File: config.mk
export PLATFORM = sky130hd
export DESIGN_NAME = delta_reg_bank
export DESIGN_NICKNAME = d
export VERILOG_FILES = /design/src/rtl/delta_reg_bank_pkg.sv /design/src/rtl/delta_channel.sv /design/src/rtl/delta_reg_bank.sv
export SDC_FILE = /design/constraint.sdc
export NUM_CORES = 1
export LEC_CHECK = 0
export ABC_CLOCK_PERIOD_IN_PS = 7200
export CAP_MARGIN = 5
export CELL_PAD_IN_SITES_DETAIL_PLACEMENT = 1
export CELL_PAD_IN_SITES_GLOBAL_PLACEMENT = 1
export CORE_UTILIZATION = 45
export DETAILED_ROUTE_END_ITERATION = 12
export PLACE_DENSITY = 0.84
export RECOVER_POWER = 50
export SLEW_MARGIN = 20
export SYNTH_ARGS = -nofsm -noshare
export SYNTH_HDL_FRONTEND = slang
export SYNTH_SLANG_ARGS = --single-unit
File: constraint.sdc
create_clock -name CLK -period 7.2 [get_ports CLK]
set_clock_uncertainty 0.1 [all_clocks]
set_input_delay 1.44 -clock CLK [delete_from_list [all_inputs] [get_ports CLK]]
set_output_delay 1.44 -clock CLK [all_outputs]
set_load 0.05 [all_outputs]
File: src/rtl/delta_reg_bank_pkg.sv
// delta_reg_bank_pkg
// Shared types and helpers for the delta (change-detect) status register bank.
//   mode_t         : per-channel detect mode encoding (any / rise / fall / off)
//   detect_event() : turns per-channel change summaries into an event bit for a mode
// Related build option: DELTA_REG_BANK_SNAPSHOT_EN (see delta_reg_bank.sv).
package delta_reg_bank_pkg;

    typedef enum logic [1:0] {
        MODE_ANY  = 2'b00,
        MODE_RISE = 2'b01,
        MODE_FALL = 2'b10,
        MODE_OFF  = 2'b11
    } mode_t;

    // Reductions are done by the caller so the helper stays width-independent.
    function automatic logic detect_event(input mode_t mode,
                                          input logic  any_chg,
                                          input logic  any_rise,
                                          input logic  any_fall);
        logic ev;
        case (mode)
            MODE_ANY:  ev = any_chg;
            MODE_RISE: ev = any_rise;
            MODE_FALL: ev = any_fall;
            default:   ev = 1'b0;
        endcase
        return ev;
    endfunction

endpackage

File: src/rtl/delta_channel.sv
// delta_channel
// One channel of the delta register bank: value register, change detect, sticky flag,
// saturating change counter and (with DELTA_REG_BANK_SNAPSHOT_EN) a pre-change snapshot.
// Ports:
//   CLK, RSTN  : clock, synchronous active-low reset
//   armed_i    : detection enable (low on the first cycle after reset)
//   mode_i     : detect mode for this channel
//   value_i    : live hardware value, loaded every cycle
//   clear_i    : this channel is being read this cycle; flag/count/snapshot clear
//   value_o    : registered value
//   flag_o     : sticky change flag
//   count_o    : saturating change count
//   snap_o     : value before the flag-setting change (snapshot build only)
module delta_channel
    import delta_reg_bank_pkg::*;
#(
    parameter int unsigned DATA_WIDTH  = 32,
    parameter int unsigned COUNT_WIDTH = 8
) (
    input  logic                   CLK,
    input  logic                   RSTN,
    input  logic                   armed_i,
    input  mode_t                  mode_i,
    input  logic [DATA_WIDTH-1:0]  value_i,
    input  logic                   clear_i,
    output logic [DATA_WIDTH-1:0]  value_o,
    output logic                   flag_o,
    output logic [COUNT_WIDTH-1:0] count_o
`ifdef DELTA_REG_BANK_SNAPSHOT_EN
    ,
    output logic [DATA_WIDTH-1:0]  snap_o
`endif
);

    logic [DATA_WIDTH-1:0]  value_q;
    logic                   flag_q, flag_d;
    logic [COUNT_WIDTH-1:0] count_q, count_d;
    logic                   event_w;

    assign event_w = armed_i & detect_event(mode_i,
                                            |(value_i ^ value_q),
                                            |(value_i & ~value_q),
                                            |(~value_i & value_q));

    // A read clears the channel, but an event in the same cycle wins and restarts at 1.
    always_comb begin
        flag_d  = flag_q;
        count_d = count_q;
        if (clear_i) begin
            flag_d  = event_w;
            count_d = event_w ? COUNT_WIDTH'(1) : '0;
        end else if (event_w) begin
            flag_d = 1'b1;
            if (count_q != '1) begin
                count_d = count_q + COUNT_WIDTH'(1);
            end
        end
    end

    always_ff @(posedge CLK) begin
        if (!RSTN) begin
            value_q <= '0;
            flag_q  <= 1'b0;
            count_q <= '0;
        end else begin
            value_q <= value_i;
            flag_q  <= flag_d;
            count_q <= count_d;
        end
    end

`ifdef DELTA_REG_BANK_SNAPSHOT_EN
    logic [DATA_WIDTH-1:0] snap_q, snap_d;

    // Capture only on the event that raises the flag; after a clear the flag is
    // considered clear, so a simultaneous event captures again.
    always_comb begin
        snap_d = snap_q;
        if (clear_i) begin
            snap_d = event_w ? value_q : '0;
        end else if (event_w && !flag_q) begin
            snap_d = value_q;
        end
    end

    always_ff @(posedge CLK) begin
        if (!RSTN) begin
            snap_q <= '0;
        end else begin
            snap_q <= snap_d;
        end
    end

    assign snap_o = snap_q;
`endif

    assign value_o = value_q;
    assign flag_o  = flag_q;
    assign count_o = count_q;

endmodule

File: src/rtl/delta_reg_bank.sv
// delta_reg_bank
// Bank of read-only change-detect status registers. Each channel samples VALUE_IN every
// cycle, flags and counts changes per its MODE, and is cleared when software reads it.
// Masked flags are OR-reduced into a registered level interrupt.
// Build option: define DELTA_REG_BANK_SNAPSHOT_EN to add per-channel snapshots and RPREV.
// Ports:
//   CLK, RSTN  : clock, synchronous active-low reset
//   VALUE_IN   : packed channel values, channel i at [i*DATA_WIDTH +: DATA_WIDTH]
//   MODE       : 2 bits per channel, 00 any, 01 rise, 10 fall, 11 off
//   IRQ_MASK   : per-channel interrupt enable
//   READ_EN    : single-cycle read strobe, READ_SEL selects the channel
//   RVALID     : read response valid (one cycle after READ_EN)
//   RDATA      : channel register value, RFLAG / RCOUNT : pre-clear flag and count
//   RERR       : READ_SEL out of range
//   RPREV      : pre-change snapshot (snapshot build only)
//   FLAGS      : live sticky flags, IRQ : |(FLAGS & IRQ_MASK), registered
module delta_reg_bank
    import delta_reg_bank_pkg::*;
#(
    parameter int unsigned NUM_CHANNELS = 4,
    parameter int unsigned DATA_WIDTH   = 32,
    parameter int unsigned COUNT_WIDTH  = 8,
    parameter int unsigned SEL_WIDTH    = (NUM_CHANNELS > 1) ? $clog2(NUM_CHANNELS) : 1
) (
    input  logic                             CLK,
    input  logic                             RSTN,
    input  logic [NUM_CHANNELS*DATA_WIDTH-1:0] VALUE_IN,
    input  logic [2*NUM_CHANNELS-1:0]        MODE,
    input  logic [NUM_CHANNELS-1:0]          IRQ_MASK,
    input  logic                             READ_EN,
    input  logic [SEL_WIDTH-1:0]             READ_SEL,
    output logic                             RVALID,
    output logic [DATA_WIDTH-1:0]            RDATA,
    output logic                             RFLAG,
    output logic [COUNT_WIDTH-1:0]           RCOUNT,
    output logic                             RERR,
`ifdef DELTA_REG_BANK_SNAPSHOT_EN
    output logic [DATA_WIDTH-1:0]            RPREV,
`endif
    output logic [NUM_CHANNELS-1:0]          FLAGS,
    output logic                             IRQ
);

    logic [NUM_CHANNELS-1:0][DATA_WIDTH-1:0]  value_w;
    logic [NUM_CHANNELS-1:0][COUNT_WIDTH-1:0] count_w;
    logic [NUM_CHANNELS-1:0]                  flags_w;
    logic [NUM_CHANNELS-1:0]                  clear_w;
    logic                                     armed_q;

    logic                   sel_hit;
    logic [DATA_WIDTH-1:0]  sel_data;
    logic                   sel_flag;
    logic [COUNT_WIDTH-1:0] sel_count;

    logic                   rvalid_q;
    logic [DATA_WIDTH-1:0]  rdata_q;
    logic                   rflag_q;
    logic [COUNT_WIDTH-1:0] rcount_q;
    logic                   rerr_q;
    logic                   irq_q;

`ifdef DELTA_REG_BANK_SNAPSHOT_EN
    logic [NUM_CHANNELS-1:0][DATA_WIDTH-1:0] snap_w;
    logic [DATA_WIDTH-1:0]                   sel_snap;
    logic [DATA_WIDTH-1:0]                   rprev_q;
`endif

    for (genvar g = 0; g < NUM_CHANNELS; g++) begin : g_chan
        delta_channel #(
            .DATA_WIDTH  (DATA_WIDTH),
            .COUNT_WIDTH (COUNT_WIDTH)
        ) u_chan (
            .CLK     (CLK),
            .RSTN    (RSTN),
            .armed_i (armed_q),
            .mode_i  (mode_t'(MODE[2*g +: 2])),
            .value_i (VALUE_IN[g*DATA_WIDTH +: DATA_WIDTH]),
            .clear_i (clear_w[g]),
            .value_o (value_w[g]),
            .flag_o  (flags_w[g]),
            .count_o (count_w[g])
`ifdef DELTA_REG_BANK_SNAPSHOT_EN
            ,
            .snap_o  (snap_w[g])
`endif
        );
    end

    // Read mux; an unmatched select leaves all data at zero and raises no clear.
    always_comb begin
        sel_hit   = 1'b0;
        sel_data  = '0;
        sel_flag  = 1'b0;
        sel_count = '0;
        clear_w   = '0;
`ifdef DELTA_REG_BANK_SNAPSHOT_EN
        sel_snap  = '0;
`endif
        for (int i = 0; i < NUM_CHANNELS; i++) begin
            if (READ_SEL == SEL_WIDTH'(i)) begin
                sel_hit    = 1'b1;
                sel_data   = value_w[i];
                sel_flag   = flags_w[i];
                sel_count  = count_w[i];
                clear_w[i] = READ_EN;
`ifdef DELTA_REG_BANK_SNAPSHOT_EN
                sel_snap   = snap_w[i];
`endif
            end
        end
    end

    // armed_q stays low for exactly the first edge after reset so the reset value of
    // the channel registers is never compared against live data.
    always_ff @(posedge CLK) begin
        if (!RSTN) begin
            armed_q  <= 1'b0;
            rvalid_q <= 1'b0;
            rdata_q  <= '0;
            rflag_q  <= 1'b0;
            rcount_q <= '0;
            rerr_q   <= 1'b0;
            irq_q    <= 1'b0;
        end else begin
            armed_q  <= 1'b1;
            rvalid_q <= READ_EN;
            irq_q    <= |(flags_w & IRQ_MASK);
            if (READ_EN) begin
                rdata_q  <= sel_data;
                rflag_q  <= sel_flag;
                rcount_q <= sel_count;
                rerr_q   <= ~sel_hit;
            end
        end
    end

`ifdef DELTA_REG_BANK_SNAPSHOT_EN
    always_ff @(posedge CLK) begin
        if (!RSTN) begin
            rprev_q <= '0;
        end else if (READ_EN) begin
            rprev_q <= sel_snap;
        end
    end

    assign RPREV = rprev_q;
`endif

    assign RVALID = rvalid_q;
    assign RDATA  = rdata_q;
    assign RFLAG  = rflag_q;
    assign RCOUNT = rcount_q;
    assign RERR   = rerr_q;
    assign FLAGS  = flags_w;
    assign IRQ    = irq_q;

endmodule

==> flow_summary.yaml, run 1 <==
yosys:
  synth_top_family_by_area: "adder cells"
  avgSynthCellArea_um2: 9.618
  async_flop_share_pct: 0
  synth_most_common_cell: "ha_1"
  synth_mux_area_share_pct: 10.50
  synth_area_leaders: "dfxtp_1, ha_1, inv_1, mux4_2, and2_1"
  syn_area_um2: 12980
  synth_nets: 1755
  ys_ff_latch: 209
  ys_warn_count: 0
  yosys.area_share.simple_pct: 19.91
  synth_flop_cell: "dfxtp_1"
  synth_top_area_share_pct: 32.23
  synth-edff-count: 0
  synth_largest_area_cell: "dfxtp_1"
  synth_cell_types: 43
  synth_fa_ha_area_share_pct: 25.06
  synth_xor_xnor_area_share_pct: 0
  seq_area_frac_synth_pct: 32.23
  synthCells: 1350
  synth_compound_area_share_pct: 3.315
  yosys-top-cells-count: "ha_1, inv_1, dfxtp_1, and2_1, nor4_1"
clock_tree:
  htreeDepth: 1
  post_cts_buffers: 0
  worstSkewPairLatency_ps: 540
  clk_path_buf_depth: 3
  path_clk_slew_ps: 60
  cts_tree: "yes"
  post_cts_resized: 0
  cts_num_sinks: 209
  cts_hold_buffers: 0
  cts_made_buffers: 27
  cts-root-buf: "clkbuf_16"
global_route:
  grt_max_degree: 106
  grt_use_total_pct: 29.19
  grt.overflow.total: 0
  antenna_found_initial: 1
  grt_pass1_vias: 11100
  grt_pass1_wl_um: 63830
placed_design:
  place_congestion: 0.9130
  io_buffers: 192
  post-dp-hpwl_um: 33400
  place_area_um2: 15200
sta:
  post-route-min-period_ps: 5025
  hold_viol: 0
  max_clock_freq_mhz: 199.0
  slew_headroom_pct: -117.8
  setup-tns-final_ps: 0
  fin_crit_sh_pct: 69.79
  maxSlewViolCount: 135
  setup_viol: 0
  tightest_slew_ps: 3267
  rsz0062_at_grt: "no"
critical_path:
  start_kind: "input port"
  worstSetupEndpointType: "register"
  worstPathArrival_ps: 5360
  crit_required_ps: 7530
  worstPathMaxFanout: 45
  worstSetupPathType: "input port to register"
flow_run:
  drv_cap: 2
power:
  powerDensity_nw_per_um2: 195.0
  vdd_drop_max_mv: 0.1569
  power_leakage_nw: 7.322
detailed_routing:
  vias: 10490
  ant_nets: 0
  routed_via_density: 5.433
  wirelength_um: 42540
  drtIter0Drc: 654
  drc: 0
  wl_per_cell_um: 22.03
  drtPass1Iterations: 5
status:
  violations: "max-capacitance violations, max-slew violations"
  status: "complete, but fails checks"
floorplan:
  initial_utilization_pct: 46.23
  dieArea_um2: 29540
  rows: 61
  coreArea_um2: 28090
  dieWidth_um: 171.9
  ios: 193
  dieHeight_um: 171.9
cells_and_area:
  post-route-cell-area_um2: 16050
  fillers: 3171
  synthToLayoutAreaGrowth_pct: 23.62
  final_core_util_pct: 57.15
  drive_above_1_share_pct: 5.992
  finalNetCount: 1937
  multi_input_area_um2: 7639
  final-seq-area_um2: 4184
worst_hold_path:
  hold_class: "register to register"
==> sequential cells by signal, summed over array words and instances (netlist names) <==
name and flops:
g_chan.u_chan.flag_o 4, RVALID 1, g_chan.u_chan.value_o 128, IRQ 1
g_chan.u_chan.count_o 32, RCOUNT 8, armed_q 1, RDATA 32
RFLAG 1, RERR 1
==> area by class of cell <==
cell class / instances / share of cell area (%)
Clock inverter: 9 / 0.6158
Clock buffer: 40 / 4.701
Antenna cell: 1 / 0.01559
Multi-Input combinational cell: 839 / 47.59
Tap cell: 378 / 2.947
Timing Repair Buffer: 196 / 12.00
Inverter: 259 / 6.057
Sequential cell: 209 / 26.07
==> through the flow <==
| step | hold WS (ps) | setup slack (ps) | instances | total power, mW |
|---|---|---|---|---|
| floorplan | 357.5 | 3852 | 1350 | 1.556 |
| global placement | 318.9 | 2997 | 1881 | 1.786 |
| detailed placement | 323.3 | 2847 | 1881 | 1.812 |
| CTS | 348.2 | 3350 | 1930 | 3.140 |
| global route | 377.8 | 1818 | 1930 | 3.237 |
| finish | 346.2 | 2175 | 1931 | 3.130 |
==> where the power goes <==
| group | internal [mW] | switching [mW] | total [mW] |
|---|---|---|---|
| Sequential | 1.21 | 0.0724 | 1.29 |
| Combinational | 0.241 | 0.271 | 0.513 |
| Clock | 0.793 | 0.539 | 1.33 |
| Total | 2.25 | 0.882 | 3.13 |
==> logic make-up (layout without fill, tap and decap cells) <==
| group | after synthesis | in the layout |
|---|---|---|
| mux | 85 | 85 |
| buf+inv | 302 | 504 |
| simple gates | 427 | 427 |
| flops | 209 | 209 |
| other cells | 0 | 1 |
| fa+ha+maj | 260 | 260 |
| compound gates | 67 | 67 |
==> worst paths after layout <==
| check | from | to | slack, ps | cells after the start |
|---|---|---|---|---|
| max reg2reg | g_chan[1].u_chan.value_o[0] | g_chan[1].u_chan.count_o[2] | 4430 | 8 |
| min reg2reg | RERR | RERR | 350 | 2 |
| min | RERR | RERR | 350 | 2 |
| max | READ_SEL[1] | g_chan[2].u_chan.count_o[5] | 2180 | 7 |
==> cell usage in the layout (no fill, tap or decap), drive strengths merged, types with 4 or more instances in the layout <==
cell type,instances
o21ai,17
and2,135
or4,7
clkinv,6
a21boi,9
nor4,55
a21oi,17
mux2i,44
clkbuf,42
nand3,20
nor3,9
o31ai,7
buf,6
mux4,41
o21a,4
nor2b,41
nand4b,7
nand2,37
nor4b,8
inv,260
and3,7
ha,260
or3,25
dfxtp,209
nand4,51
nor2,18
clkdlybuf4s50,188
==> critical path, cell delays in order <==
cell	delay, ps
buf_2	80
clkbuf_1	2250
nand3b_1	730
and2_1	480
nand2_1	90
a21oi_1	40
a31o_2	230
==> per-layer routing <==
layer / global-route usage, % / wire length (µm) / vias to the layer above
met5: 0 / 0 / -
met4: 10.81 / 1573 / 0
met3: 3.754 / 2276 / 80
met2: 49.27 / 20010 / 340
met1: 38.05 / 18680 / 5186
li1: - / - / 4885
(Power assumes the default switching activity.)
==> run 2: changes to the inputs <==
Settings changed: ABC_CLOCK_PERIOD_IN_PS 7200 to 4560, CORE_UTILIZATION 45 to 39, PLACE_DENSITY 0.84 to 0.77.
Clock period 7.2 ns to 4.56 ns, I/O delays scaled along.
==> run 2 against run 1 <==
  * The run still ends with max-capacitance violations, max-slew violations left
  * Setup slack lost 990 ps
  * Sequential cell count is the same
  * Total power grew 61%
  * Clock power grew 67%
  * Global-route usage shrank 3.8 points
  * Register-to-register slack lost 2800 ps
  * Via count shrank 1.6%
  * Cell area grew 0.97%
  * Highest routed layer unchanged
  * Non-clock buffer count grew 1
  * Critical endpoint is now g_chan[1].u_chan.count_o[6]
  * Wire length shrank 0.40%
  * Clock-buffer cell count grew 1
  * Die area grew 15%
  * Critical path type unchanged
==> flow_summary.yaml, run 2 (same netlist as run 1, synthesis figures left out) <==
floorplan:
  dieHeight_um: 184.5
  initial_utilization_pct: 39.80
  dieWidth_um: 184.5
  ios: 193
  rows: 66
  coreArea_um2: 32620
  dieArea_um2: 34030
clock_tree:
  clk_path_buf_depth: 3
  path_clk_slew_ps: 60
  cts-root-buf: "clkbuf_16"
  htreeDepth: 1
  worstSkewPairLatency_ps: 540
  cts_hold_buffers: 0
  post_cts_resized: 0
  post_cts_buffers: 0
  cts_tree: "yes"
  cts_made_buffers: 26
  cts_num_sinks: 209
status:
  status: "complete, but fails checks"
  violations: "max-capacitance violations, max-slew violations"
critical_path:
  start_kind: "input port"
  max_stage_delay_ps: 610
  crit_top_cell: "nand4_1"
  crit_required_ps: 4920
  worstSetupPathType: "input port to register"
  worstSetupEndpointType: "register"
  cp_cell_sequence: "dlygate4sd3_1 > ha_1 > nor4_1 > nand4_1 > or3_1 > nand4_1 > o21ai_0 > a21oi_1"
  cpMaxStageDelayCell: "dlygate4sd3_1"
  worstPathArrival_ps: 3740
  worstPathMaxFanout: 16
detailed_routing:
  ant_nets: 0
  routed_via_density: 5.178
  drc: 0
  drtPass1Iterations: 5
  vias: 10320
  wirelength_um: 42370
  drtIter0Drc: 567
  wl_per_cell_um: 21.25
sta:
  setup-tns-final_ps: 0
  hold_viol: 0
  rsz0062_at_grt: "no"
  layout_setup_ws_ps: 1182
  post-route-min-period_ps: 3378
  slew_headroom_pct: -44.12
  setup_viol: 0
  fin_crit_sh_pct: 74.07
  max_clock_freq_mhz: 296.1
  tightest_slew_ps: 2162
  maxSlewViolCount: 181
flow_run:
  drv_cap: 3
power:
  swShare_pct: 27.12
  power_mw: 5.051
  power_leakage_nw: 7.359
  p_clk_share_pct: 44.0
  vdd_drop_max_mv: 0.2629
  powerDensity_nw_per_um2: 311.7
  internal_power_mw: 3.681
  pwr-share-seq_pct: 40.1
  power_switching_mw: 1.370
  p_comb_share_pct: 15.9
global_route:
  grt_pass1_vias: 11000
  grt_pass1_wl_um: 63860
  grt_max_degree: 102
  antenna_found_initial: 1
  grt_use_total_pct: 25.34
  grt.overflow.total: 0
worst_hold_path:
  hold_class: "register to register"
cells_and_area:
  final_cell_mix: "ha_1, inv_1, dfxtp_1, clkdlybuf4s50_1, and2_1"
  synthToLayoutAreaGrowth_pct: 24.81
  finalNetCount: 1937
  layout_commonest_cell: "ha_1"
  fillers: 3639
  drive_above_1_share_pct: 6.254
  largest_reg_flops: 128
placed_design:
  place_congestion: 0.9125
  post-dp-hpwl_um: 33900
  io_buffers: 192
  dp_slack_ps: 757.8
run 2: per-layer routing:
metal	wire (µm)	global-route usage, %	up-vias
met5	0	0	-
met2	19410	41.78	317
met4	1679	10.83	0
met1	18350	32.14	5048
li1	-	-	4885
met3	2934	4.920	74
run 2: cell type report:
class	count	area, µm²	area share [%]
Multi-Input combinational cell	839	7639	47.14
Sequential cell	209	4184	25.82
Timing Repair Buffer	197	1932	11.92
Inverter	259	972.2	5.999
Clock buffer	41	818.3	5.049
Tap cell	442	553.0	3.413
Clock inverter	6	105.1	0.6486
Antenna cell	1	2.502	0.01544
run 2: power groups by stage:
| stage | clock network [mW] | registers, mW | logic [mW] |
|---|---|---|---|
| after floorplan | 0 | 2.06 | 0.393 |
| after global placement | 0 | 2.06 | 0.772 |
| after detailed placement | 0 | 2.06 | 0.798 |
| after CTS | 2.26 | 2.02 | 0.811 |
| after global routing | 2.34 | 2.04 | 0.880 |
| final | 2.22 | 2.03 | 0.802 |
run 2: critical path, delay by kind of cell:
family	cells	cell delay [ps]
buffers and inverters	1	610
and+or+nand+nor	4	1600
AOI/OAI and AO/OA	2	370
adders and majority gates	1	230
run 2: path summary, 6_finish.rpt:
| kind | from | end | slack (ps) | cells past startpoint |
|---|---|---|---|---|
| worst max-delay path | VALUE_IN[50] | g_chan[1].u_chan.count_o[6] | 1180 | 8 |
| worst max register to register | g_chan[0].u_chan.value_o[21] | g_chan[0].u_chan.count_o[2] | 1680 | 8 |
| worst min-delay path | RERR | RERR | 340 | 2 |
| worst min register to register | RERR | RERR | 340 | 2 |
run 2: metrics by stage:
stage,area [µm²],std cells,hold slack [ps],utilization (%)
after floorplan,12980,1350,357.5,-
after CTS,16210,1993,337.0,49.69
final,16210,1994,335.4,49.68
after global placement,15280,1946,319.7,46.85
after global routing,16200,1993,342.5,49.67
after detailed placement,15280,1946,326.9,46.85
==> run 3: changes to the inputs <==
Settings changed: ABC_CLOCK_PERIOD_IN_PS 4560 to 3250, CORE_UTILIZATION 39 to 43, PLACE_DENSITY 0.77 to 0.81.
Clock period 4.56 ns to 3.25 ns, I/O delays scaled along.
==> run 3 against run 2 <==
  * The run still ends with max-capacitance violations, max-slew violations left
  * Highest routed layer unchanged
  * Sequential cell count did not move
  * Via count rose by 3.2%
  * Die area fell by 9.2%
  * Register-to-register slack got worse by 1100 ps
==> flow_summary.yaml, run 3 (same netlist as run 1, synthesis figures left out) <==
critical_path:
  cp_cell_sequence: "clkdlybuf4s50_1 > inv_1 > ha_1 > nor4_1 > buf_4 > nand4_1 > o31ai_1 > buf_4 > or3_1 > buf_4 > a21oi_1 > o21ba_2"
  path_delay_family: "buffers and inverters"
  max_stage_delay_ps: 530
  worstSetupPathType: "input port to register"
  worstSetupEndpointType: "register"
  cp_num_buf_inv: 5
  worstPathMaxFanout: 3
  crit_required_ps: 3580
  start_kind: "input port"
  worstPathArrival_ps: 3380
  cpMaxStageDelayCell: "clkdlybuf4s50_1"
  crit_top_cell: "buf_4"
placed_design:
  place_area_um2: 15540
  dp_slack_ps: -225.1
  io_buffers: 192
  place_congestion: 0.8896
  post-dp-hpwl_um: 33740
global_route:
  grt_max_degree: 157
  grt_use_met1_pct: 36.58
  grt_use_total_pct: 28.28
  top_usage_layer: "met2"
  grt.overflow.total: 0
  use_met3_pct: 5.476
  grt_use_met2_pct: 46.51
  grt_pass1_vias: 11300
  antenna_found_initial: 3
  grt_pass1_wl_um: 65800
worst_hold_path:
  hold_class: "register to register"
power:
  power_leakage_nw: 7.531
  vdd_drop_max_mv: 0.3680
  power_mw: 7.012
  powerDensity_nw_per_um2: 427.5
sta:
  tightest_slew_ps: 2417
  rsz0062_at_grt: "no"
  hold_viol: 0
  slew_headroom_pct: -61.16
  post-route-min-period_ps: 3048
  fin_crit_sh_pct: 93.80
  layout_setup_ws_ps: 201.5
  max_clock_freq_mhz: 328.0
  setup-tns-final_ps: 0
  maxSlewViolCount: 157
  setup_viol: 0
cells_and_area:
  largest_reg_flops: 128
  synthToLayoutAreaGrowth_pct: 26.31
  finalNetCount: 1976
  drive_above_1_share_pct: 8.312
  final_cell_mix: "ha_1, inv_1, dfxtp_1, clkdlybuf4s50_1, and2_1"
  post-route-cell-area_um2: 16400
  layout_commonest_cell: "ha_1"
  final_core_util_pct: 55.33
status:
  status: "complete, but fails checks"
  violations: "max-capacitance violations, max-slew violations"
clock_tree:
  path_clk_slew_ps: 60
  clk_path_buf_depth: 3
  post_cts_buffers: 0
  worstSkewPairLatency_ps: 540
  cts_made_buffers: 26
  cts-root-buf: "clkbuf_16"
  cts_tree: "yes"
  htreeDepth: 1
  cts_hold_buffers: 0
  post_cts_resized: 0
  cts_num_sinks: 209
floorplan:
  dieWidth_um: 175.8
  rows: 63
  dieHeight_um: 175.8
  dieArea_um2: 30890
  initial_utilization_pct: 43.81
  coreArea_um2: 29640
  ios: 193
detailed_routing:
  ant_nets: 0
  wl_per_cell_um: 21.84
  wirelength_um: 43210
  vias: 10660
  drtIter0Drc: 593
  routed_via_density: 5.386
  drc: 0
  drtPass1Iterations: 7
flow_run:
  drv_cap: 1
## run 3: layer usage
layer | up-vias | part of all wire, %
met5 | - | 0
met4 | 0 | 3.5
met3 | 79 | 6.5
met2 | 318 | 47
met1 | 5311 | 43
li1 | 4951 | -
## run 3: metrics by stage
stage	hold WS, ps	std cells
6_report	331.9	1979
5_1_grt	354.3	1979
4_1_cts	333.7	1978
3_5_place_dp	324.8	1933
3_3_place_gp	320.5	1933
2_1_floorplan	357.5	1350
## run 3: final timing paths
kind	slack [ps]	end	start	depth (start not counted)
hold reg to reg	330	RERR	RERR	2
hold / removal	330	RERR	RERR	2
setup / recovery	200	g_chan[3].u_chan.count_o[7]	VALUE_IN[99]	12
setup reg to reg	570	g_chan[3].u_chan.count_o[7]	g_chan[3].u_chan.value_o[0]	11
## run 3: cell type report
type                    instances  area (µm²)
repair buffers                236        2245
flip-flops and latches        209        4184
inverters                     259       972.2
diodes                          1       2.502
multi-input cells             839        7632
clock buffers                  43       815.8
clock inverters                 2       60.06
well taps                     390       488.0
fillers                      3331       13240
## run 3: power by group
part / internal [mW] / switching, mW
Combinational: 0.563 / 0.611
Sequential: 2.69 / 0.160
Clock: 1.85 / 1.14
## run 3: worst min-delay path: cells and delay by family (launching register included)
family | cells | cell delay [ps]
flops | 1 | 310
simple gates | 2 | 80
